<file path="config.mk">
export PLATFORM = sky130hd
export DESIGN_NAME = dmem_arbiter_flat
export DESIGN_NICKNAME = d
export VERILOG_FILES = /design/src/rtl/dmem_arbiter_pkg.sv /design/src/rtl/dmem_arbiter_if.sv /design/src/rtl/dmem_arbiter_rr_pick2.sv /design/src/rtl/dmem_arbiter.sv /design/src/flat_wrapper.sv
export SDC_FILE = /design/constraint.sdc
export NUM_CORES = 1
export LEC_CHECK = 0
export CAP_MARGIN = 30
export CORE_MARGIN = 2
export CORE_UTILIZATION = 39
export CTS_CLUSTER_SIZE = 24
export DETAILED_ROUTE_END_ITERATION = 8
export MAX_ROUTING_LAYER = met4
export PLACE_DENSITY = 0.85
export SYNTH_ARGS = -nofsm -noshare
export SYNTH_HDL_FRONTEND = slang
export SYNTH_SLANG_ARGS = --single-unit
</file>
<file path="constraint.sdc">
create_clock -name CLK -period 1.49 [get_ports CLK]
set_input_delay 0.2235 -clock CLK [delete_from_list [all_inputs] [get_ports CLK]]
set_output_delay 0.2235 -clock CLK [all_outputs]
set_load 0.005 [all_outputs]
</file>
<file path="src/rtl/dmem_arbiter_pkg.sv">
// dmem_pkg: FSM state encoding, requester ids and memory size default shared by the arbiter files
package dmem_pkg;
  typedef enum logic [1:0] {ST_IDLE = 2'd0, ST_ACCESS = 2'd1, ST_RESP = 2'd2} state_e;
  localparam logic REQ_CPU = 1'b0;
  localparam logic REQ_DBG = 1'b1;
  localparam int MEM_WORDS_DEF = 21;
endpackage

</file>
<file path="src/rtl/dmem_arbiter_if.sv">
// dmem_arbiter_if: C_*/D_* requester handshakes and MEM_* Data_Memory bus; slave = arbiter side, master = requesters+memory side
interface dmem_arbiter_if #(parameter int ADDR_W = 32, parameter int DATA_W = 32);
  logic              C_REQ, C_RW, C_ACK, C_ERR;
  logic [ADDR_W-1:0] C_ADDR;
  logic [DATA_W-1:0] C_WDATA, C_RDATA;
  logic              D_REQ, D_RW, D_ACK, D_ERR;
  logic [ADDR_W-1:0] D_ADDR;
  logic [DATA_W-1:0] D_WDATA, D_RDATA;
  logic              MEM_EN, MEM_RW;
  logic [ADDR_W-1:0] MEM_ADDR;
  logic [DATA_W-1:0] MEM_DIN, MEM_DOUT;
  modport slave (
    input  C_REQ, C_RW, C_ADDR, C_WDATA, D_REQ, D_RW, D_ADDR, D_WDATA, MEM_DOUT,
    output C_RDATA, C_ACK, C_ERR, D_RDATA, D_ACK, D_ERR, MEM_EN, MEM_RW, MEM_ADDR, MEM_DIN
  );
  modport master (
    output C_REQ, C_RW, C_ADDR, C_WDATA, D_REQ, D_RW, D_ADDR, D_WDATA, MEM_DOUT,
    input  C_RDATA, C_ACK, C_ERR, D_RDATA, D_ACK, D_ERR, MEM_EN, MEM_RW, MEM_ADDR, MEM_DIN
  );
endinterface

</file>
<file path="src/rtl/dmem_arbiter_rr_pick2.sv">
// rr_pick2: combinational 2-way round-robin pick; req_i[1:0], ptr_i (preferred id) -> valid_o, win_id_o
module rr_pick2 (
  input  logic [1:0] req_i,
  input  logic       ptr_i,
  output logic       valid_o,
  output logic       win_id_o
);
  assign valid_o  = |req_i;
  assign win_id_o = (&req_i) ? ptr_i : req_i[1];
endmodule

</file>
<file path="src/rtl/dmem_arbiter.sv">
// dmem_arbiter: round-robin sharing of single-port Data_Memory; CLK/RST, bus (C_*/D_* requesters, MEM_* memory), BUSY, GNT_ID
module dmem_arbiter
  import dmem_pkg::*;
#(
  parameter int ADDR_W    = 32,
  parameter int DATA_W    = 32,
  parameter int MEM_WORDS = MEM_WORDS_DEF
) (
  input  logic           CLK,
  input  logic           RST,
  dmem_arbiter_if.slave  bus,
  output logic           BUSY,
  output logic           GNT_ID
);
  state_e            state_q;
  logic              ptr_q, gnt_q, rw_q, err_q;
  logic [ADDR_W-1:0] addr_q;
  logic [DATA_W-1:0] wdata_q, rdata_q;
  logic              valid, win, rw_d, err_d;
  logic [ADDR_W-1:0] addr_d;
  logic [DATA_W-1:0] wdata_d;
  logic              acc, c_win, d_win;
  rr_pick2 u_pick (
    .req_i    ({bus.D_REQ, bus.C_REQ}),
    .ptr_i    (ptr_q),
    .valid_o  (valid),
    .win_id_o (win)
  );
  assign rw_d    = win ? bus.D_RW    : bus.C_RW;
  assign addr_d  = win ? bus.D_ADDR  : bus.C_ADDR;
  assign wdata_d = win ? bus.D_WDATA : bus.C_WDATA;
  assign err_d   = (addr_d[1:0] != 2'b00) || ((addr_d >> 2) >= ADDR_W'(MEM_WORDS));
  always_ff @(posedge CLK) begin
    if (RST) begin
      state_q <= ST_IDLE;
      ptr_q   <= REQ_CPU;
      gnt_q   <= REQ_CPU;
      rw_q    <= 1'b0;
      err_q   <= 1'b0;
      addr_q  <= '0;
      wdata_q <= '0;
      rdata_q <= '0;
    end else begin
      case (state_q)
        ST_IDLE: if (valid) begin
          gnt_q   <= win;
          rw_q    <= rw_d;
          addr_q  <= addr_d;
          wdata_q <= wdata_d;
          err_q   <= err_d;
          state_q <= ST_ACCESS;
        end
        ST_ACCESS: begin
          rdata_q <= (err_q || rw_q) ? '0 : bus.MEM_DOUT;
          state_q <= ST_RESP;
        end
        ST_RESP: begin
          ptr_q   <= ~gnt_q;
          state_q <= ST_IDLE;
        end
        default: state_q <= ST_IDLE;
      endcase
    end
  end
  assign acc   = state_q == ST_ACCESS;
  assign c_win = (state_q == ST_RESP) && (gnt_q == REQ_CPU);
  assign d_win = (state_q == ST_RESP) && (gnt_q == REQ_DBG);
  // RST gates EN combinationally so a reset landing on the access cycle kills the write
  assign bus.MEM_EN   = acc & ~err_q & ~RST;
  assign bus.MEM_RW   = acc & rw_q;
  assign bus.MEM_ADDR = acc ? addr_q  : '0;
  assign bus.MEM_DIN  = acc ? wdata_q : '0;
  assign bus.C_ACK    = c_win & ~err_q;
  assign bus.C_ERR    = c_win & err_q;
  assign bus.C_RDATA  = c_win ? rdata_q : '0;
  assign bus.D_ACK    = d_win & ~err_q;
  assign bus.D_ERR    = d_win & err_q;
  assign bus.D_RDATA  = d_win ? rdata_q : '0;
  assign BUSY   = state_q != ST_IDLE;
  assign GNT_ID = gnt_q;
endmodule

</file>
<file path="src/flat_wrapper.sv">
// flat-port wrapper written by rule: the top's interface ports become plain ports
module dmem_arbiter_flat import dmem_pkg::*;
#(
  parameter int ADDR_W    = 32,
  parameter int DATA_W    = 32,
  parameter int MEM_WORDS = MEM_WORDS_DEF
)
  (CLK, RST, BUSY, GNT_ID, bus_C_REQ, bus_C_RW, bus_C_ADDR, bus_C_WDATA, bus_D_REQ, bus_D_RW, bus_D_ADDR, bus_D_WDATA, bus_MEM_DOUT, bus_C_RDATA, bus_C_ACK, bus_C_ERR, bus_D_RDATA, bus_D_ACK, bus_D_ERR, bus_MEM_EN, bus_MEM_RW, bus_MEM_ADDR, bus_MEM_DIN);
  dmem_arbiter_if #(.ADDR_W(ADDR_W), .DATA_W(DATA_W)) bus_i ();
  input  logic CLK;
  input  logic RST;
  output logic BUSY;
  output logic GNT_ID;
  input wire logic [$bits(bus_i.C_REQ)-1:0] bus_C_REQ;
  input wire logic [$bits(bus_i.C_RW)-1:0] bus_C_RW;
  input wire logic [$bits(bus_i.C_ADDR)-1:0] bus_C_ADDR;
  input wire logic [$bits(bus_i.C_WDATA)-1:0] bus_C_WDATA;
  input wire logic [$bits(bus_i.D_REQ)-1:0] bus_D_REQ;
  input wire logic [$bits(bus_i.D_RW)-1:0] bus_D_RW;
  input wire logic [$bits(bus_i.D_ADDR)-1:0] bus_D_ADDR;
  input wire logic [$bits(bus_i.D_WDATA)-1:0] bus_D_WDATA;
  input wire logic [$bits(bus_i.MEM_DOUT)-1:0] bus_MEM_DOUT;
  output wire logic [$bits(bus_i.C_RDATA)-1:0] bus_C_RDATA;
  output wire logic [$bits(bus_i.C_ACK)-1:0] bus_C_ACK;
  output wire logic [$bits(bus_i.C_ERR)-1:0] bus_C_ERR;
  output wire logic [$bits(bus_i.D_RDATA)-1:0] bus_D_RDATA;
  output wire logic [$bits(bus_i.D_ACK)-1:0] bus_D_ACK;
  output wire logic [$bits(bus_i.D_ERR)-1:0] bus_D_ERR;
  output wire logic [$bits(bus_i.MEM_EN)-1:0] bus_MEM_EN;
  output wire logic [$bits(bus_i.MEM_RW)-1:0] bus_MEM_RW;
  output wire logic [$bits(bus_i.MEM_ADDR)-1:0] bus_MEM_ADDR;
  output wire logic [$bits(bus_i.MEM_DIN)-1:0] bus_MEM_DIN;
  assign bus_i.C_REQ = bus_C_REQ;
  assign bus_i.C_RW = bus_C_RW;
  assign bus_i.C_ADDR = bus_C_ADDR;
  assign bus_i.C_WDATA = bus_C_WDATA;
  assign bus_i.D_REQ = bus_D_REQ;
  assign bus_i.D_RW = bus_D_RW;
  assign bus_i.D_ADDR = bus_D_ADDR;
  assign bus_i.D_WDATA = bus_D_WDATA;
  assign bus_i.MEM_DOUT = bus_MEM_DOUT;
  assign bus_C_RDATA = bus_i.C_RDATA;
  assign bus_C_ACK = bus_i.C_ACK;
  assign bus_C_ERR = bus_i.C_ERR;
  assign bus_D_RDATA = bus_i.D_RDATA;
  assign bus_D_ACK = bus_i.D_ACK;
  assign bus_D_ERR = bus_i.D_ERR;
  assign bus_MEM_EN = bus_i.MEM_EN;
  assign bus_MEM_RW = bus_i.MEM_RW;
  assign bus_MEM_ADDR = bus_i.MEM_ADDR;
  assign bus_MEM_DIN = bus_i.MEM_DIN;
  dmem_arbiter #(.ADDR_W(ADDR_W), .DATA_W(DATA_W), .MEM_WORDS(MEM_WORDS)) u_core (.CLK(CLK), .RST(RST), .bus(bus_i), .BUSY(BUSY), .GNT_ID(GNT_ID));
endmodule
</file>
==> summary.txt <==
Placed design
  • Total of buffers placed on input and output ports: 301
  • Half-perimeter wire length of the detailed placement result: 13.05 mm
  • RePlAce Congestion: 0.8885
  • Placed Cells: 1065

Synth
  • Most common cell in the netlist: sky130_fd_sc_hd__and2_1
  • Netlist area before placement: 5290 sq um
  • Number of nets in the synthesized netlist: 766
  • Yosys top cell area share: 0.3860
  • Portion of the post-synthesis area used by sequential elements: 0.3860
  • Number of distinct standard cells referenced by the synthesized netlist: 30
  • Synthesis warning total: 0
  • Flip-flop and latch count after synthesis: 102
  • Number of enable flip-flop cells after synthesis: 0
  • Proportion of synthesized flip-flops having asynchronous set or reset: 0
  • Commonest cells post-synth: 131 x sky130_fd_sc_hd__and2_1, 108 x sky130_fd_sc_hd__nor2_1, 102 x sky130_fd_sc_hd__dfxtp_1
  • Dominant synthesized flop cell: sky130_fd_sc_hd__dfxtp_1
  • Synth area leaders: sky130_fd_sc_hd__dfxtp_1 39%, sky130_fd_sc_hd__and2_1 15%, sky130_fd_sc_hd__mux2i_1 12%, sky130_fd_sc_hd__nor2_1 7.7%, sky130_fd_sc_hd__a211oi_1 6.5%
  • Syn_area_per_cell: 8.817 sq um
  • Post-synth top area cell: sky130_fd_sc_hd__dfxtp_1
  • Synth Instances: 600

Route
  • Via count: 6391
  • Detailed-route DRC error count: 0
  • Initial DRC count: 408
  • Routed wire length: 25.07 mm
  • Final ANT Viol Nets: 0
  • Average wire per standard cell: 21.14 um
  • DRT Pass-1 Iters: 5
  • Via density: 5.389

STA
  • Worst slew margin relative to its limit: 0.5829
  • Worst setup slack after layout: -431.9 ps
  • Slew at the pin with the worst max-slew slack: 625.6 ps
  • Setup skew after layout: 7.978 ps
  • Hold Vio Cnt, Final: 0
  • Unrepaired setup endpoints after global routing: yes
  • Peak Freq: 0.5203 GHz
  • Final-report setup violation count: 220
  • Max-slew violations: 0
  • Final min period: 1922 ps
  • Final period utilization: 1.290

Cells and area
  • Multi-input gate area in the final layout: 3441 sq um
  • Fraction of layout instances using a drive strength above 1: 0.4634
  • Final Non-Filler Cells: 1186
  • Number of nets in the final layout: 1172
  • Fillers: 732
  • Layout Area Growth over Synthesis: 111.4%
  • N_diodes: 0
  • FF/Latch Area: 2051 sq um
  • Final standard cell utilization of the core: 0.8443

Outcome
  • Violated checks: setup timing
  • Run status: finished, violations left

Setup path
  • Register-to-register setup slack: -320 ps
  • Highest-delay cell along the critical path: sky130_fd_sc_hd__dfxtp_4
  • CP delay by family, top: buffers and inverters
  • Endpoint arrival time on the critical path: 1700 ps
  • Buf+Inv Stages, Crit Path: 6
  • Beginning of the worst register-to-register path: u_core.state_q[0]
  • Nature of the critical path startpoint: flip-flop
  • Data required time of the worst path: 1270 ps
  • Kind of critical path: reg -> out
  • Critical path, cell by cell: buf_6 -> nor3b_4 -> buf_6 -> buf_12 -> buf_12 -> buf_6 -> and2_4 -> buf_6
  • Max FO, Critical Path: 4
  • Path depth of the worst reg2reg path: 6
  • Cell repeated most along the worst path: sky130_fd_sc_hd__buf_6
  • Category of the worst setup path capture point: output port
  • FF-to-FF End: u_core.err_q
  • Stage delay of the slowest cell on the critical path: 360 ps

Global route
  • Number of antenna violations at the first check in global routing: 0
  • Pin count of the biggest net entering global routing: 103
  • First-pass GRT wire length: 30.03 mm
  • Via count of the first global-routing pass: 5699
  • All-layer global routing usage: 0.2743
  • Remaining global-route overflow: 0

Pwr
  • VDD IR-drop max: 0.0005244 V
  • Sequential power share: 0.370
  • Power per standard cell area: 763.3 nW/um^2
  • Int Power: 6.115 mW
  • Leakage: 5.070 nW
  • Relative contribution of the clock network to total power: 0.280
  • Combinational cell fraction of total power: 0.350
  • Switching share of power: 0.2835
  • Net switching power of the design: 2.419 mW

Clock tree
  • Reg clk slew, reported paths: 70 ps
  • CTS tree: yes
  • Insertion delay to the later sink of the worst-skew pair: 350 ps
  • Number of clock buffers inserted by TritonCTS: 9
  • H-tree Lvls: 3
  • Root buffer cell: sky130_fd_sc_hd__clkbuf_16
  • Sinks on the clock net: 102
  • Clock Path Buffers: 2

Floorplan
  • Core area: 13240 sq um
  • Initial cell density of the core: 0.3995
  • Num ports: 302
  • Height of the die: 120.5 um
  • Die Area: 14510 sq um
  • Width of the die: 120.5 um
  • FP Rows: 42

Worst hold path
  • Tightest Hold Check Type: in -> reg
  • Worst hold path depth: 3
  • Terminating pin of the worst hold path: u_core.addr_q[23]
  • Hold wc startpoint: bus_C_ADDR[23]

Job
  • Max capacitance violation total: 0
-- power groups by stage --
| stage | clock network [mW] | registers, mW | logic, mW |
|---|---|---|---|
| after floorplan | 0 | 3.13 | 0.898 |
| after global placement | 0 | 3.17 | 1.84 |
| after detailed placement | 0 | 3.18 | 1.87 |
| after CTS | 2.39 | 3.12 | 2.12 |
| after global routing | 2.52 | 3.18 | 3.13 |
| final | 2.39 | 3.16 | 2.99 |
-- flip-flops by register name, summed over array words and instances, names as in the netlist --
signal          cells
u_core.GNT_ID       1
u_core.err_q        1
u_core.addr_q      32
u_core.rdata_q     32
u_core.wdata_q     32
u_core.rw_q         1
u_core.state_q      2
u_core.ptr_q        1
-- what timing repair did --
| item | CTS | global route |
|---|---|---|
| setup buffers | 41 | 38 |
| gates cloned | 13 | 25 |
| gates resized for setup | 548 | 331 |
| hold buffers | 0 | 0 |
| setup endpoints to repair | 228 | 233 |
| pin swaps | 32 | 104 |
-- worst min-delay path, cell delays in order --
cell and delay (ps):
sky130_fd_sc_hd__dlymetal6s2s_1 130, sky130_fd_sc_hd__mux2i_1 130, sky130_fd_sc_hd__a211oi_1 90
-- per-stage QoR --
stage               total power, mW  setup TNS (ps)  hold slack, ps  setup WS [ps]  cell area, sq um
CTS                           7.626          -49720           434.9         -516.5              9607
finish                        8.535          -51310           265.1         -431.9             11180
global placement              5.001          -49550           480.3         -374.9              8715
global route                  8.836          -62900           304.5         -479.8             11180
floorplan                     4.031               0           371.8          115.4              5290
detailed placement            5.043          -56910           486.5         -444.4              8715
-- cell families after synthesis --
group,synth area share
AND/OR/NAND/NOR,0.2741
AO/OA/AOI/OAI,0.1632
flip-flops,0.3860
multiplexers,0.1230
buffers and inverters,0.05369
-- how the worst max path moves through the flow --
stage | from | end | slack (ps) | cells past startpoint
global route | u_core.state_q[0] | bus_MEM_ADDR[11] | -480 | 9
detailed placement | bus_D_ADDR[12] | u_core.err_q | -440 | 6
floorplan | u_core.state_q[0] | u_core.err_q | 120 | 4
finish | u_core.state_q[0] | bus_C_RDATA[3] | -430 | 8
global placement | bus_C_ADDR[12] | u_core.err_q | -370 | 6
CTS | u_core.state_q[0] | bus_D_RDATA[0] | -520 | 8
-- cell usage in the layout (no fill, tap or decap), types with 2 or more instances in the layout --
cell type and n:
sky130_fd_sc_hd__mux2i_2 3, sky130_fd_sc_hd__a211oi_1 32, sky130_fd_sc_hd__and2_4 109, sky130_fd_sc_hd__nor4_1 6, sky130_fd_sc_hd__or2_4 2, sky130_fd_sc_hd__buf_6 144, sky130_fd_sc_hd__a22oi_1 32, sky130_fd_sc_hd__dlymetal6s2s_1 4
sky130_fd_sc_hd__buf_2 28, sky130_fd_sc_hd__nand2_1 2, sky130_fd_sc_hd__clkinv_2 4, sky130_fd_sc_hd__nor2_4 2, sky130_fd_sc_hd__clkdlybuf4s50_1 161, sky130_fd_sc_hd__nand4_1 3, sky130_fd_sc_hd__nor3_4 2, sky130_fd_sc_hd__or4_1 3
sky130_fd_sc_hd__buf_12 23, sky130_fd_sc_hd__a211oi_2 34, sky130_fd_sc_hd__and2_1 22, sky130_fd_sc_hd__buf_8 16, sky130_fd_sc_hd__nor3_1 6, sky130_fd_sc_hd__nor2_1 105, sky130_fd_sc_hd__dfxtp_4 2, sky130_fd_sc_hd__nor2_2 2
sky130_fd_sc_hd__nor4b_1 2, sky130_fd_sc_hd__mux2i_1 62, sky130_fd_sc_hd__clkbuf_2 5, sky130_fd_sc_hd__dfxtp_1 99, sky130_fd_sc_hd__buf_16 8, sky130_fd_sc_hd__buf_4 40, sky130_fd_sc_hd__clkbuf_16 29
-- layer usage --
layer,vias up,part of all wire,global-route usage
met4,0,0.043,0.09593
met3,80,0.069,0.04858
met1,3071,0.36,0.3081
met5,-,0,-
li1,2915,-,-
met2,325,0.53,0.4894
-- cell type report --
type | instances | share of cell area
clock inverters | 5 | 0.004476
repair buffers | 449 | 0.4624
flip-flops and latches | 102 | 0.1834
well taps | 176 | 0.01970
clock buffers | 10 | 0.02137
multi-input cells | 442 | 0.3077
inverters | 2 | 0.0008953
Note: power is estimated with default switching activity, not from simulation.
